File: config.mk
export PLATFORM = sky130hd
export DESIGN_NAME = pipelined_ripple_adder_flat
export DESIGN_NICKNAME = d
export VERILOG_FILES = /design/src/rtl/pipelined_ripple_adder_if.sv /design/src/rtl/pipelined_ripple_adder.sv /design/src/flat_wrapper.sv
export SDC_FILE = /design/constraint.sdc
export NUM_CORES = 1
export LEC_CHECK = 0
export CAP_MARGIN = 10
export CORE_UTILIZATION = 59
export DETAILED_ROUTE_END_ITERATION = 10
export PLACE_DENSITY = 0.84
export SETUP_SLACK_MARGIN = 0.15
export SYNTH_ARGS = -nofsm -noshare
export SYNTH_HDL_FRONTEND = slang
export SYNTH_SLANG_ARGS = --single-unit
File: constraint.sdc
create_clock -name clk -period 3.9 [get_ports clk]
set_input_delay 0.78 -clock clk [delete_from_list [all_inputs] [get_ports clk]]
set_output_delay 0.78 -clock clk [all_outputs]
set_load 0.01 [all_outputs]
File: src/rtl/pipelined_ripple_adder_if.sv
// Operand/result streaming bus of pipelined_ripple_adder.
// master produces operands and consumes results; slave is the adder itself.
interface pipelined_ripple_adder_if #(
  parameter int WIDTH = 16,
  parameter int CHUNK = 4
);
  localparam int STAGES = WIDTH / CHUNK;

  logic              in_valid;
  logic              in_ready;
  logic [WIDTH-1:0]  in_a;
  logic [WIDTH-1:0]  in_b;
  logic              in_cin;
  logic              in_sub;
  logic              out_valid;
  logic              out_ready;
  logic [WIDTH-1:0]  out_sum;
  logic              out_cout;
  logic              out_ovf;
  logic [STAGES-1:0] out_carries;

  modport master (
    output in_valid, in_a, in_b, in_cin, in_sub, out_ready,
    input  in_ready, out_valid, out_sum, out_cout, out_ovf, out_carries
  );

  modport slave (
    input  in_valid, in_a, in_b, in_cin, in_sub, out_ready,
    output in_ready, out_valid, out_sum, out_cout, out_ovf, out_carries
  );
endinterface

File: src/rtl/pipelined_ripple_adder.sv
// Pipelined add/subtract: one CHUNK-bit ripple slice per stage, carries and
// remaining operand bits registered between stages, valid/ready with full backpressure.
module pipelined_ripple_adder #(
  parameter int WIDTH = 16,
  parameter int CHUNK = 4
) (
  input logic                    clk,
  input logic                    rst_n,
  pipelined_ripple_adder_if.slave bus
);
  localparam int STAGES = WIDTH / CHUNK;

  // Returns {carry out, chunk sum} of a CHUNK-bit full-adder ripple.
  function automatic logic [CHUNK:0] ripple_chunk(
    input logic [CHUNK-1:0] a,
    input logic [CHUNK-1:0] b,
    input logic             cin
  );
    logic [CHUNK:0]   c;
    logic [CHUNK-1:0] s;
    c    = {(CHUNK+1){1'b0}};
    s    = {CHUNK{1'b0}};
    c[0] = cin;
    for (int i = 0; i < CHUNK; i++) begin
      s[i]   = a[i] ^ b[i] ^ c[i];
      c[i+1] = (a[i] & b[i]) | (c[i] & (a[i] ^ b[i]));
    end
    return {c[CHUNK], s};
  endfunction

  logic             stall_s;
  logic [WIDTH-1:0] b_eff_s;
  logic             c0_s;

  // Backpressure and subtract preprocessing at the accept point
  always_comb begin
    stall_s = bus.out_valid & ~bus.out_ready;
    if (bus.in_sub) begin
      b_eff_s = ~bus.in_b;
      c0_s    = ~bus.in_cin;
    end else begin
      b_eff_s = bus.in_b;
      c0_s    = bus.in_cin;
    end
  end

  assign bus.in_ready = ~stall_s;

  genvar k;
  generate
    for (k = 0; k < STAGES; k++) begin : g_stage
      localparam int LO  = k * CHUNK;
      localparam int REM = WIDTH - LO;

      logic [REM-1:0]      a_in_s;
      logic [REM-1:0]      b_in_s;
      logic                c_in_s;
      logic                v_in_s;
      logic [CHUNK:0]      res_s;
      logic [LO+CHUNK-1:0] sum_nx_s;
      logic [k:0]          carries_nx_s;
      logic                v_r;
      logic [LO+CHUNK-1:0] sum_r;
      logic [k:0]          carries_r;

      assign res_s = ripple_chunk(a_in_s[CHUNK-1:0], b_in_s[CHUNK-1:0], c_in_s);

      if (k == 0) begin : g_src
        assign a_in_s       = bus.in_a;
        assign b_in_s       = b_eff_s;
        assign c_in_s       = c0_s;
        assign v_in_s       = bus.in_valid;
        assign sum_nx_s     = res_s[CHUNK-1:0];
        assign carries_nx_s = res_s[CHUNK];
      end else begin : g_src
        assign a_in_s       = g_stage[k-1].g_hold.a_r;
        assign b_in_s       = g_stage[k-1].g_hold.b_r;
        assign c_in_s       = g_stage[k-1].carries_r[k-1];
        assign v_in_s       = g_stage[k-1].v_r;
        assign sum_nx_s     = {res_s[CHUNK-1:0], g_stage[k-1].sum_r};
        assign carries_nx_s = {res_s[CHUNK], g_stage[k-1].carries_r};
      end

      // Stage valid, accumulated sum and carry chain; bubbles shift like data
      always_ff @(posedge clk or negedge rst_n) begin
        if (!rst_n) begin
          v_r       <= 1'b0;
          sum_r     <= {(LO+CHUNK){1'b0}};
          carries_r <= {(k+1){1'b0}};
        end else if (!stall_s) begin
          v_r       <= v_in_s;
          sum_r     <= sum_nx_s;
          carries_r <= carries_nx_s;
        end
      end

      if (k < STAGES - 1) begin : g_hold
        logic [REM-CHUNK-1:0] a_r;
        logic [REM-CHUNK-1:0] b_r;

        // Operand bits still waiting for later stages
        always_ff @(posedge clk or negedge rst_n) begin
          if (!rst_n) begin
            a_r <= {(REM-CHUNK){1'b0}};
            b_r <= {(REM-CHUNK){1'b0}};
          end else if (!stall_s) begin
            a_r <= a_in_s[REM-1:CHUNK];
            b_r <= b_in_s[REM-1:CHUNK];
          end
        end
      end else begin : g_last
        logic ovf_r;

        // Carry into the MSB equals a^b^sum at that bit; overflow is it XOR carry out
        always_ff @(posedge clk or negedge rst_n) begin
          if (!rst_n) begin
            ovf_r <= 1'b0;
          end else if (!stall_s) begin
            ovf_r <= a_in_s[CHUNK-1] ^ b_in_s[CHUNK-1] ^ res_s[CHUNK-1] ^ res_s[CHUNK];
          end
        end
      end
    end
  endgenerate

  assign bus.out_valid   = g_stage[STAGES-1].v_r;
  assign bus.out_sum     = g_stage[STAGES-1].sum_r;
  assign bus.out_carries = g_stage[STAGES-1].carries_r;
  assign bus.out_cout    = g_stage[STAGES-1].carries_r[STAGES-1];
  assign bus.out_ovf     = g_stage[STAGES-1].g_last.ovf_r;
endmodule

File: src/flat_wrapper.sv
// flat-port wrapper written by rule: the top's interface ports become plain ports
module pipelined_ripple_adder_flat 
#(
  parameter int WIDTH = 16,
  parameter int CHUNK = 4
)
  (clk, rst_n, bus_in_valid, bus_in_a, bus_in_b, bus_in_cin, bus_in_sub, bus_out_ready, bus_in_ready, bus_out_valid, bus_out_sum, bus_out_cout, bus_out_ovf, bus_out_carries);
  pipelined_ripple_adder_if #(.WIDTH(WIDTH), .CHUNK(CHUNK)) bus_i ();
  input logic clk;
  input logic rst_n;
  input wire logic [$bits(bus_i.in_valid)-1:0] bus_in_valid;
  input wire logic [$bits(bus_i.in_a)-1:0] bus_in_a;
  input wire logic [$bits(bus_i.in_b)-1:0] bus_in_b;
  input wire logic [$bits(bus_i.in_cin)-1:0] bus_in_cin;
  input wire logic [$bits(bus_i.in_sub)-1:0] bus_in_sub;
  input wire logic [$bits(bus_i.out_ready)-1:0] bus_out_ready;
  output wire logic [$bits(bus_i.in_ready)-1:0] bus_in_ready;
  output wire logic [$bits(bus_i.out_valid)-1:0] bus_out_valid;
  output wire logic [$bits(bus_i.out_sum)-1:0] bus_out_sum;
  output wire logic [$bits(bus_i.out_cout)-1:0] bus_out_cout;
  output wire logic [$bits(bus_i.out_ovf)-1:0] bus_out_ovf;
  output wire logic [$bits(bus_i.out_carries)-1:0] bus_out_carries;
  assign bus_i.in_valid = bus_in_valid;
  assign bus_i.in_a = bus_in_a;
  assign bus_i.in_b = bus_in_b;
  assign bus_i.in_cin = bus_in_cin;
  assign bus_i.in_sub = bus_in_sub;
  assign bus_i.out_ready = bus_out_ready;
  assign bus_in_ready = bus_i.in_ready;
  assign bus_out_valid = bus_i.out_valid;
  assign bus_out_sum = bus_i.out_sum;
  assign bus_out_cout = bus_i.out_cout;
  assign bus_out_ovf = bus_i.out_ovf;
  assign bus_out_carries = bus_i.out_carries;
  pipelined_ripple_adder #(.WIDTH(WIDTH), .CHUNK(CHUNK)) u_core (.clk(clk), .rst_n(rst_n), .bus(bus_i));
endmodule
# After elaboration in Yosys (flattened, before gate mapping)
# Cells that the tools add are included.
# totals
latch_bits	0
n_memories	0
output_inout_bits	24
input_bits	38
word_cells	108
romBits	0
register_bits	103
ramBits	0
# classes
n_reduce_logical	0
n_addsub	0
shift	0
n_lt_le_gt_ge	0
n_mux	2
n_bitwise	87
mul	0
n_eq_ne	0
n_div	0
# op_table
op	count
$xor A1 B1 Y1	34
$and A1 B1 Y1	33
$mux W16	1
$not A16 Y16	1
$or A1 B1 Y1	16
$not A1 Y1	3
$mux W1	1

# Longest topological paths before layout
# Gate-level depths: netlist of run 1.
# depth
word_depth	11
mapped_depth	10
depth_no_buf	9

# Worst setup path before layout of run 1
# No wires, ideal clock.
# synth_path
kind	in2reg
startpoint	input port bus_in_sub
endpoint	register u_core.g_stage[0].sum_r[3]
setup_ns	0.125
arrival_time_ns	3.048
n_path_buf	2
path_slack_ns	0.727
required_ns	3.775
path_stages	10
cell_sequence	buf_2 > buf_4 > xor2_1 > fa_1 > inv_1 > fa_1 > fa_1 > inv_1 > fa_1 > mux2_4
# synth_between
elab_chain_cells	9
elab_cells_between_ends	16
classes_between	mux (2); bitwise (14)
# synth_rtl
element	line	text
from (decl)	flat_wrapper.sv:15	input wire logic [$bits(bus_i.in_sub)-1:0] bus_in_sub;
$mux W16	pipelined_ripple_adder.sv:38	if (bus.in_sub) begin
$xor A1 B1 Y1	pipelined_ripple_adder.sv:26	c[i+1] = (a[i] & b[i]) | (c[i] & (a[i] ^ b[i]));
$and A1 B1 Y1	pipelined_ripple_adder.sv:26	
$or A1 B1 Y1	pipelined_ripple_adder.sv:26	
$and A1 B1 Y1	pipelined_ripple_adder.sv:26	
$or A1 B1 Y1	pipelined_ripple_adder.sv:26	
$and A1 B1 Y1	pipelined_ripple_adder.sv:26	
$or A1 B1 Y1	pipelined_ripple_adder.sv:26	
$xor A1 B1 Y1 *	pipelined_ripple_adder.sv:25	s[i] = a[i] ^ b[i] ^ c[i];
named net u_core.g_stage[0].res_s[3]	pipelined_ripple_adder.sv:59	logic [CHUNK:0] res_s;
to (signal assigned)	pipelined_ripple_adder.sv:88	sum_r <= {(LO+CHUNK){1'b0}};
to (signal assigned)	pipelined_ripple_adder.sv:92	sum_r <= sum_nx_s;
to (decl)	pipelined_ripple_adder.sv:63	logic [LO+CHUNK-1:0] sum_r;
# The timed path passes the listed nets; every way through them passes the cells marked *.
# A chain may end at the register's enable or synchronous reset.

# Worst setup path after layout of run 1
# Ends and elaborated chain as after synthesis.

==> run summary, run 1 <==
The run finished with clean final reports. After layout, the worst setup slack is 0.777 ns. The row count came out at 32.

The worst min-delay path startpoint is u_core.g_stage[2].v_r. The synthesis-to-finish area growth came out at 17.9%. The clock period minus final worst setup slack came out at 3.12 ns. Summed over all layers, the global routing overflow is 0. The tree is rooted in a sky130_fd_sc_hd__clkbuf_8. The fraction of the yosys area taken by sequential cells is 54.9%.

Traced cell by cell, the critical path runs through clkdlybuf4s50_1 -> buf_4 -> xnor2_1 -> fa_1 -> fa_1 -> inv_1 -> fa_1 -> mux2_4. The global-route wire length before repair came out at 12600 um. The overall die area is 0.00831 sq mm. The class of the worst hold path is reg2reg. The net count after synthesis is 349. The number of synthesized register bits came out at 103. The initial antenna violation count is 0. The worst clock skew is 0.0124 ns. The Yosys warning count came out at 0.

The final-report setup violation count came out at 0. The first-pass detailed-route iteration total is 4. The largest single stage delay on the critical path is 0.55 ns. The diode insertion count for antenna repair is 0. The areal power density over the cells came out at 793 mW/mm^2. The pin count of the biggest net entering global routing is 104. The actual transition at the worst max-transition pin came out at 1.06 ns. The worst setup path is launched from a primary input. The die is 91.2 um tall.

The startpoint identified for the worst register-to-register timing path is u_core.g_stage[2].carries_r[2]. The final number of hold-violating endpoints came to 0. The final RePlAce weighted congestion is 0.774. Setup repair after global routing left no endpoint under its margin. The analysis attributes to cell leakage a power of 2.52 nW. At the later pin of the worst-skew pair, clock insertion delay measures 0.35 ns. For this run, design rule violations remaining after detail routing come to 0.

Dividing the detail-routed wire length by the instance count gives 16.2 um. Global routing used 19.8% of the available tracks across all layers. The sequential cell area in the final layout is 0.00258 sq mm. The cell count after synthesis came out at 294. The setup TNS after final layout came out at 0 ns. The wire length after detailed routing is 7430 um. The data required time at the worst endpoint is 4.15 ns. In this run, the number of DRC markers left after iteration 0 of detailed routing was 78. The most prevalent standard cell on the critical path is sky130_fd_sc_hd__fa_1. The die is 91.2 um wide.

Clock tree synthesis found a total of 103 sinks. In the finished design, the share of the clock period the worst path needs comes to 80.1%. The antenna violation net count after detailed routing came out at 0. The largest individual stage delay along the critical path comes from the cell sky130_fd_sc_hd__clkdlybuf4s50_1. The post-cts repair resize count came out at 0. The routed via count is 2394. The clock tree buffer depth is 2.

The number of pins with negative max-slew slack in the final report came to 0. For the worst setup path, the data arrival time is 3.37 ns. The multi-input combinational cells in the finished layout cover a total of 0.00188 sq mm. The number of buffers inserted during clock tree synthesis is 9. The netlist area before placement is 0.00469 sq mm. The number of post-CTS setup repair buffers is 0. The boundary pin count came out at 62. The detailed-route vias per instance is 5.20. The number of hold buffers added after CTS was 0. The max capacitance violation total came out at 0.

The wire-length estimate of the detail-placed layout is 4900 um. In this run the number of H-tree levels came out at 3. The worst slew slack as a fraction of its limit came out at 29.1%. Leaving out fill and tap cells, the most frequent cell in the layout is sky130_fd_sc_hd__dfrtp_1. The mean post-synth cell area came out at 16.0 sq um. The worst-case reg-to-reg path depth is 9. The number of distinct library cells after synthesis came out at 19. The fraction of layout cells with a size suffix above 1 came out at 33.2%. The critical path in this run is classified as in2reg. In the layout the commonest cells are sky130_fd_sc_hd__dfrtp_1 (103), sky130_fd_sc_hd__clkdlybuf4s50_1 (60), sky130_fd_sc_hd__mux2_2 (45), sky130_fd_sc_hd__mux2_4 (44), sky130_fd_sc_hd__inv_1 (25). Derived from the worst setup path, the maximum achievable clock frequency is 320 MHz.

The via count of the first global-routing pass came to 2554. The final net count came out at 408. The clock transition at the registers of the reported paths came out at 0.10 ns. The peak fanout along the critical path came out at 15. The post-placement worst setup slack is 0.418 ns. The instance count along the most critical hold path came out at 1. The area of the placeable core is 0.00773 sq mm. The worst-case vdd ir drop came out at 0.000419 V. The CTS tree is done. The count of buffers added on input and output ports is 61.

The kind of end point of the critical path is a register. The initial core utilization came out at 60.7%. The most critical setup path has its startpoint at bus_in_sub. The number of fill cells came out at 503.
worst paths after layout:
check | endpoint | slack (ns)
min reg2reg | u_core.bus.out_valid | 0.49
min in group asynchronous | u_core.bus.out_sum[10] | 0.61
max reg2reg | u_core.bus.out_ovf | 1.16
min | u_core.bus.out_valid | 0.49
max | u_core.g_stage[0].sum_r[3] | 0.78
max in group asynchronous | u_core.g_stage[0].g_hold.a_r[0] | 2.44
power by group:
group | switching [W] | internal, W
Combinational | 0.000673 | 0.00119
Sequential | 0.000303 | 0.00156
Clock | 0.000353 | 0.000315
Total | 0.00133 | 0.00306
Yosys cell counts (all sizes together):
master	n	area, sq um
mux2i	3	30.0
mux2	89	1170
fa	16	320
ha	1	12.5
inv	25	93.8
buf	15	130
dfrtp	103	2580
clkbuf	2	7.51
xor3	1	23.8
xor2	13	114
nor3b	10	75.1
a21oi	10	83.8
xnor2	4	35.0
nand2b	2	20.0
worst max-delay path, delay by kind of cell:
kind	cells	cell delay, ns
xor+xnor	1	0.14
buf+inv	3	0.94
fa+ha+maj	3	1.24
mux	1	0.26
per-stage QoR:
stage / hold WS, ns / cell area [sq um] / power, W / instances / util (%)
global route: 0.518 / 5530 / 0.00466 / 460 / 71.6
floorplan: 0.435 / 4690 / 0.00319 / 294 / -
detailed placement: 0.458 / 5330 / 0.00374 / 444 / 69.0
CTS: 0.489 / 5530 / 0.00443 / 460 / 71.6
global placement: 0.448 / 5330 / 0.00364 / 444 / 69.0
finish: 0.488 / 5530 / 0.00439 / 460 / 71.6
layout make-up:
cell class,instances,share of cell area [%]
clock buffer,11,2.56
clock inverter,5,1.04
inverter,25,1.70
multi-input combinational,149,34.0
sequential,103,46.6
tap,102,2.31
timing repair buffer,65,11.8
sequential cells by signal (all words and copies together) (netlist names):
register,flops
u_core.bus.out_valid,1
u_core.g_stage.sum_r,24
u_core.bus.out_sum,16
u_core.bus.out_ovf,1
u_core.g_stage.v_r,3
u_core.bus.out_carries,4
u_core.g_stage.g_hold.a_r,24
u_core.g_stage.g_hold.b_r,24
u_core.g_stage.carries_r,6
cells by family (layout without fill, tap and decap cells):
kind of cell	Yosys count	after routing	share of synthesized area, %
flip-flops	103	103	54.9
XOR/XNOR	18	18	3.68
AO/OA/AOI/OAI	10	10	1.79
buffers and inverters	42	106	4.93
multiplexers	92	92	25.5
adder cells (fa/ha/maj)	17	17	7.10
AND/OR/NAND/NOR	12	12	2.03
routing by layer:
metal | GRT usage [%] | wire [um] | part of all wire, % | vias to the layer above
met5 | 0 | 0 | 0 | -
met4 | 6.22 | 135 | 1.8 | 0
met3 | 5.03 | 241 | 3.2 | 10
met2 | 31.6 | 3680 | 49 | 45
met1 | 26.9 | 3380 | 45 | 1254
li1 | - | - | - | 1085
(Power assumes the default switching activity.)
==> run 2, diff against run 1 <==
--- a/config.mk
+++ b/config.mk
@@ -6,9 +6,9 @@
 export NUM_CORES = 1
 export LEC_CHECK = 0
 export CAP_MARGIN = 10
-export CORE_UTILIZATION = 59
+export CORE_UTILIZATION = 50
 export DETAILED_ROUTE_END_ITERATION = 10
-export PLACE_DENSITY = 0.84
+export PLACE_DENSITY = 0.75
 export SETUP_SLACK_MARGIN = 0.15
 export SYNTH_ARGS = -nofsm -noshare
 export SYNTH_HDL_FRONTEND = slang
==> constraint.sdc (replaced) <==
create_clock -name clk -period 2.7 [get_ports clk]
set_input_delay 0.54 -clock clk [delete_from_list [all_inputs] [get_ports clk]]
set_output_delay 0.54 -clock clk [all_outputs]
set_load 0.01 [all_outputs]
==> run 2 against run 1 <==
Compared with the run above: combinational power grew 45%; first-iteration DRC count down 33%; largest power group unchanged; core utilization decreased by 8.6 points.
==> run summary, run 2 (synthesis gave the netlist of run 1 again) <==
Leaving out fill and tap cells, the most frequent cells in the layout are sky130_fd_sc_hd__dfrtp_1 (103), sky130_fd_sc_hd__clkdlybuf4s50_1 (57), sky130_fd_sc_hd__mux2_2 (45), sky130_fd_sc_hd__mux2_4 (44), sky130_fd_sc_hd__inv_1 (21). The worst slew slack as a fraction of its limit came out at 55.6% (+26 points). The actual transition at the worst max-transition pin was 0.667 ns (-0.396 ns). The final number of hold-violating endpoints came out at 0 (unchanged). The global-route wire length before repair is 12700 um (+0.27%). The final RePlAce weighted congestion was 0.728 (-6.0%). The fraction of power spent switching nets came to 29.5% (-0.74 points). The row count is 34 (+6.3%).

The fraction of power consumed by the clock network came out at 14.9% (-0.3 points). The number of buffers inserted for hold repair after clock tree synthesis came out at 0 (unchanged). The worst-case vdd ir drop is 0.000560 V (+34%). The number of pins with negative max-slew slack in the final report is 0 (unchanged). The post-placement worst setup slack is -0.491 ns (-0.910 ns). The combinational share of power was 42.5% (about the same). The antenna violation net count after detailed routing came out at 0 (unchanged). The number of levels the H-tree was split into came to 3 (unchanged). STA classifies the critical path endpoint as a register. The detailed-route vias per instance is 5.01 (-3.8%). The height of the die came out at 98.9 um (+8.4%). The number of I/O port buffers came to 61 (unchanged).

The worst reg-to-reg setup slack is 0.20 ns (-0.96 ns). The critical path class is reg2reg. The DRC violations left came to 0 (unchanged). The clock transition at the registers of the reported paths was 0.09 ns (about the same). The final-report setup violation count is 0 (unchanged). The peak fanout along the critical path came out at 2 (-13).

The number of buffers inserted during clock tree synthesis is 9 (unchanged). The max capacitance violation total is 0 (unchanged). The DRC violation total after the first TritonRoute iteration came to 52 (-33%). The fraction of layout cells with a size suffix above 1 was 36.8% (+3.6 points). The total global routing overflow came out at 0 (unchanged).

The boundary pin count is 62 (unchanged). The initial core utilization is 52.8% (-7.9 points). The CTS tree is done. The number of clock sinks came out at 103 (unchanged). The leakage power came out at 2.53 nW (+0.25%). The internal power contribution came out at 0.00446 W (+46%). The HPWL after detailed placement came out at 4730 um (-3.5%). The worst clock skew was 0.0102 ns (-0.00212 ns). The wire length after detailed routing is 7310 um (-1.6%).

The run finished with clean final reports. The tree is rooted in a sky130_fd_sc_hd__clkbuf_8. The via count of the first global-routing pass came to 2533 (-0.82%). The clock period minus final worst setup slack came out at 2.50 ns. The all-layer global routing usage was 16.8% (-3.0 points).

The reported net switching power is 0.00187 W (+41%). The total power is 0.00632 W (+44%). The diode insertion count for antenna repair is 0 (unchanged). The pin count of the biggest net entering global routing is 104 (unchanged). The final period utilization came out at 92.6%.

The initial antenna violation count came to 0 (unchanged). The startpoint kind of the worst setup timing path is a register. The die extent in x is 98.9 um (+8.4%).

The areal power density over the cells came out at 1130 mW/mm^2 (+43%). The final net count came out at 411 (+0.74%). The data required time at the worst endpoint is 2.94 ns (-1.21 ns). The first-pass detailed-route iteration total is 4 (unchanged). The top achievable clock speed came out at 400 MHz.

The least setup slack across all paths after layout came out at 0.200 ns (-0.577 ns). The average routed wire per standard cell is 15.6 um (-3.5%). Relative to the synthesized area, the layout overhead comes to 19.3%.

The sequential share of power was 42.6% (+0.2 points). The clock network latency to the later pin of the worst-skew pair came out at 0.35 ns (about the same). The smallest hold slack came out at 0.224 ns (-0.265 ns). The clock tree buffer depth came out at 2 (unchanged). The endpoint arrival time on the critical path came out at 2.74 ns (-0.63 ns).

The area of the placeable core is 0.00889 sq mm (+15%). Setup repair after global routing could not meet its margin everywhere. The setup TNS after final layout is 0 ns (unchanged).

The overall die area came out at 0.00977 sq mm (+18%). The routed via count is 2349 (-1.9%). The most common cell after layout, fill and taps aside is sky130_fd_sc_hd__dfrtp_1. In this run the worst hold path is classified as in2async. The largest registers in the layout are u_core.g_stage.g_hold.a_r (24), u_core.g_stage.g_hold.b_r (24), u_core.g_stage.sum_r (24).
[run 2: cell count changes in the layout (fill, tap and decap cells not counted), moves of 2 or more]
cell                              delta
sky130_fd_sc_hd__xor2_2              +2
sky130_fd_sc_hd__inv_2               +4
sky130_fd_sc_hd__fa_1                -6
sky130_fd_sc_hd__inv_1               -4
sky130_fd_sc_hd__clkdlybuf4s50_1     -3
sky130_fd_sc_hd__xor2_1              -2
sky130_fd_sc_hd__clkbuf_1            +2
sky130_fd_sc_hd__dlygate4sd2_1       +2
sky130_fd_sc_hd__fa_2                +6
sky130_fd_sc_hd__clkinv_4            -2
sky130_fd_sc_hd__buf_4               +2
[run 2: path summary, 6_finish.rpt]
path / start / end / cells past startpoint
worst max-delay path: u_core.g_stage[2].g_hold.b_r[0] / u_core.bus.out_ovf / 9
max in group asynchronous: rst_n / u_core.g_stage[0].v_r / 2
worst min-delay path: rst_n / u_core.g_stage[2].carries_r[0] / 2
min in group clk: u_core.g_stage[2].v_r / u_core.bus.out_valid / 1
worst max register to register: u_core.g_stage[2].g_hold.b_r[0] / u_core.bus.out_ovf / 9
worst min register to register: u_core.g_stage[2].v_r / u_core.bus.out_valid / 1
[run 2: power groups by stage]
stage               clock, W  sequential (W)  combinational (W)
floorplan                  0         0.00266            0.00195
global placement           0         0.00269            0.00257
detailed placement         0         0.00273            0.00265
CTS                 0.000980         0.00270            0.00272
global route         0.00104         0.00280            0.00296
finish              0.000939         0.00270            0.00269
[run 2: final cells by class]
class | instances | area (sq um)
Clock buffer | 13 | 149
Clock inverter | 3 | 42.5
Fill cell | 705 | 3300
Inverter | 25 | 93.8
Multi-Input combinational cell | 149 | 1910
Sequential cell | 103 | 2580
Tap cell | 108 | 135
Timing Repair Buffer | 68 | 684
[run 2: worst max-delay path: stages (launching register included)]
cell and delay (ns):
sky130_fd_sc_hd__dfrtp_1 0.40, sky130_fd_sc_hd__inv_2 0.07, sky130_fd_sc_hd__fa_1 0.16, sky130_fd_sc_hd__inv_1 0.05
sky130_fd_sc_hd__fa_2 0.35, sky130_fd_sc_hd__fa_2 0.39, sky130_fd_sc_hd__inv_2 0.08, sky130_fd_sc_hd__fa_2 0.45
sky130_fd_sc_hd__xor3_1 0.18, sky130_fd_sc_hd__mux2_2 0.27
[run 2: what timing repair did]
action	in CTS	in global routing
gates resized for setup	9	2
endpoints found under the setup margin	3	2
buffers inserted	2	0
pin swaps	6	1
[run 2: stage by stage]
stage               util, %  cell area, sq um  std cells
detailed placement     60.5              5380        451
global placement       60.5              5380        451
floorplan                 -              4740        294
global route           62.9              5590        469
CTS                    62.9              5590        469
finish                 62.9              5590        469
[run 2: metal layers]
metal	vias up	share of wire, %	track usage [%]	routed length [um]
li1	1087	-	-	-
met1	1204	47	23.4	3470
met2	50	48	26.5	3500
met3	8	3.5	3.83	259
met4	0	1.2	5.17	87
met5	-	0	0	0
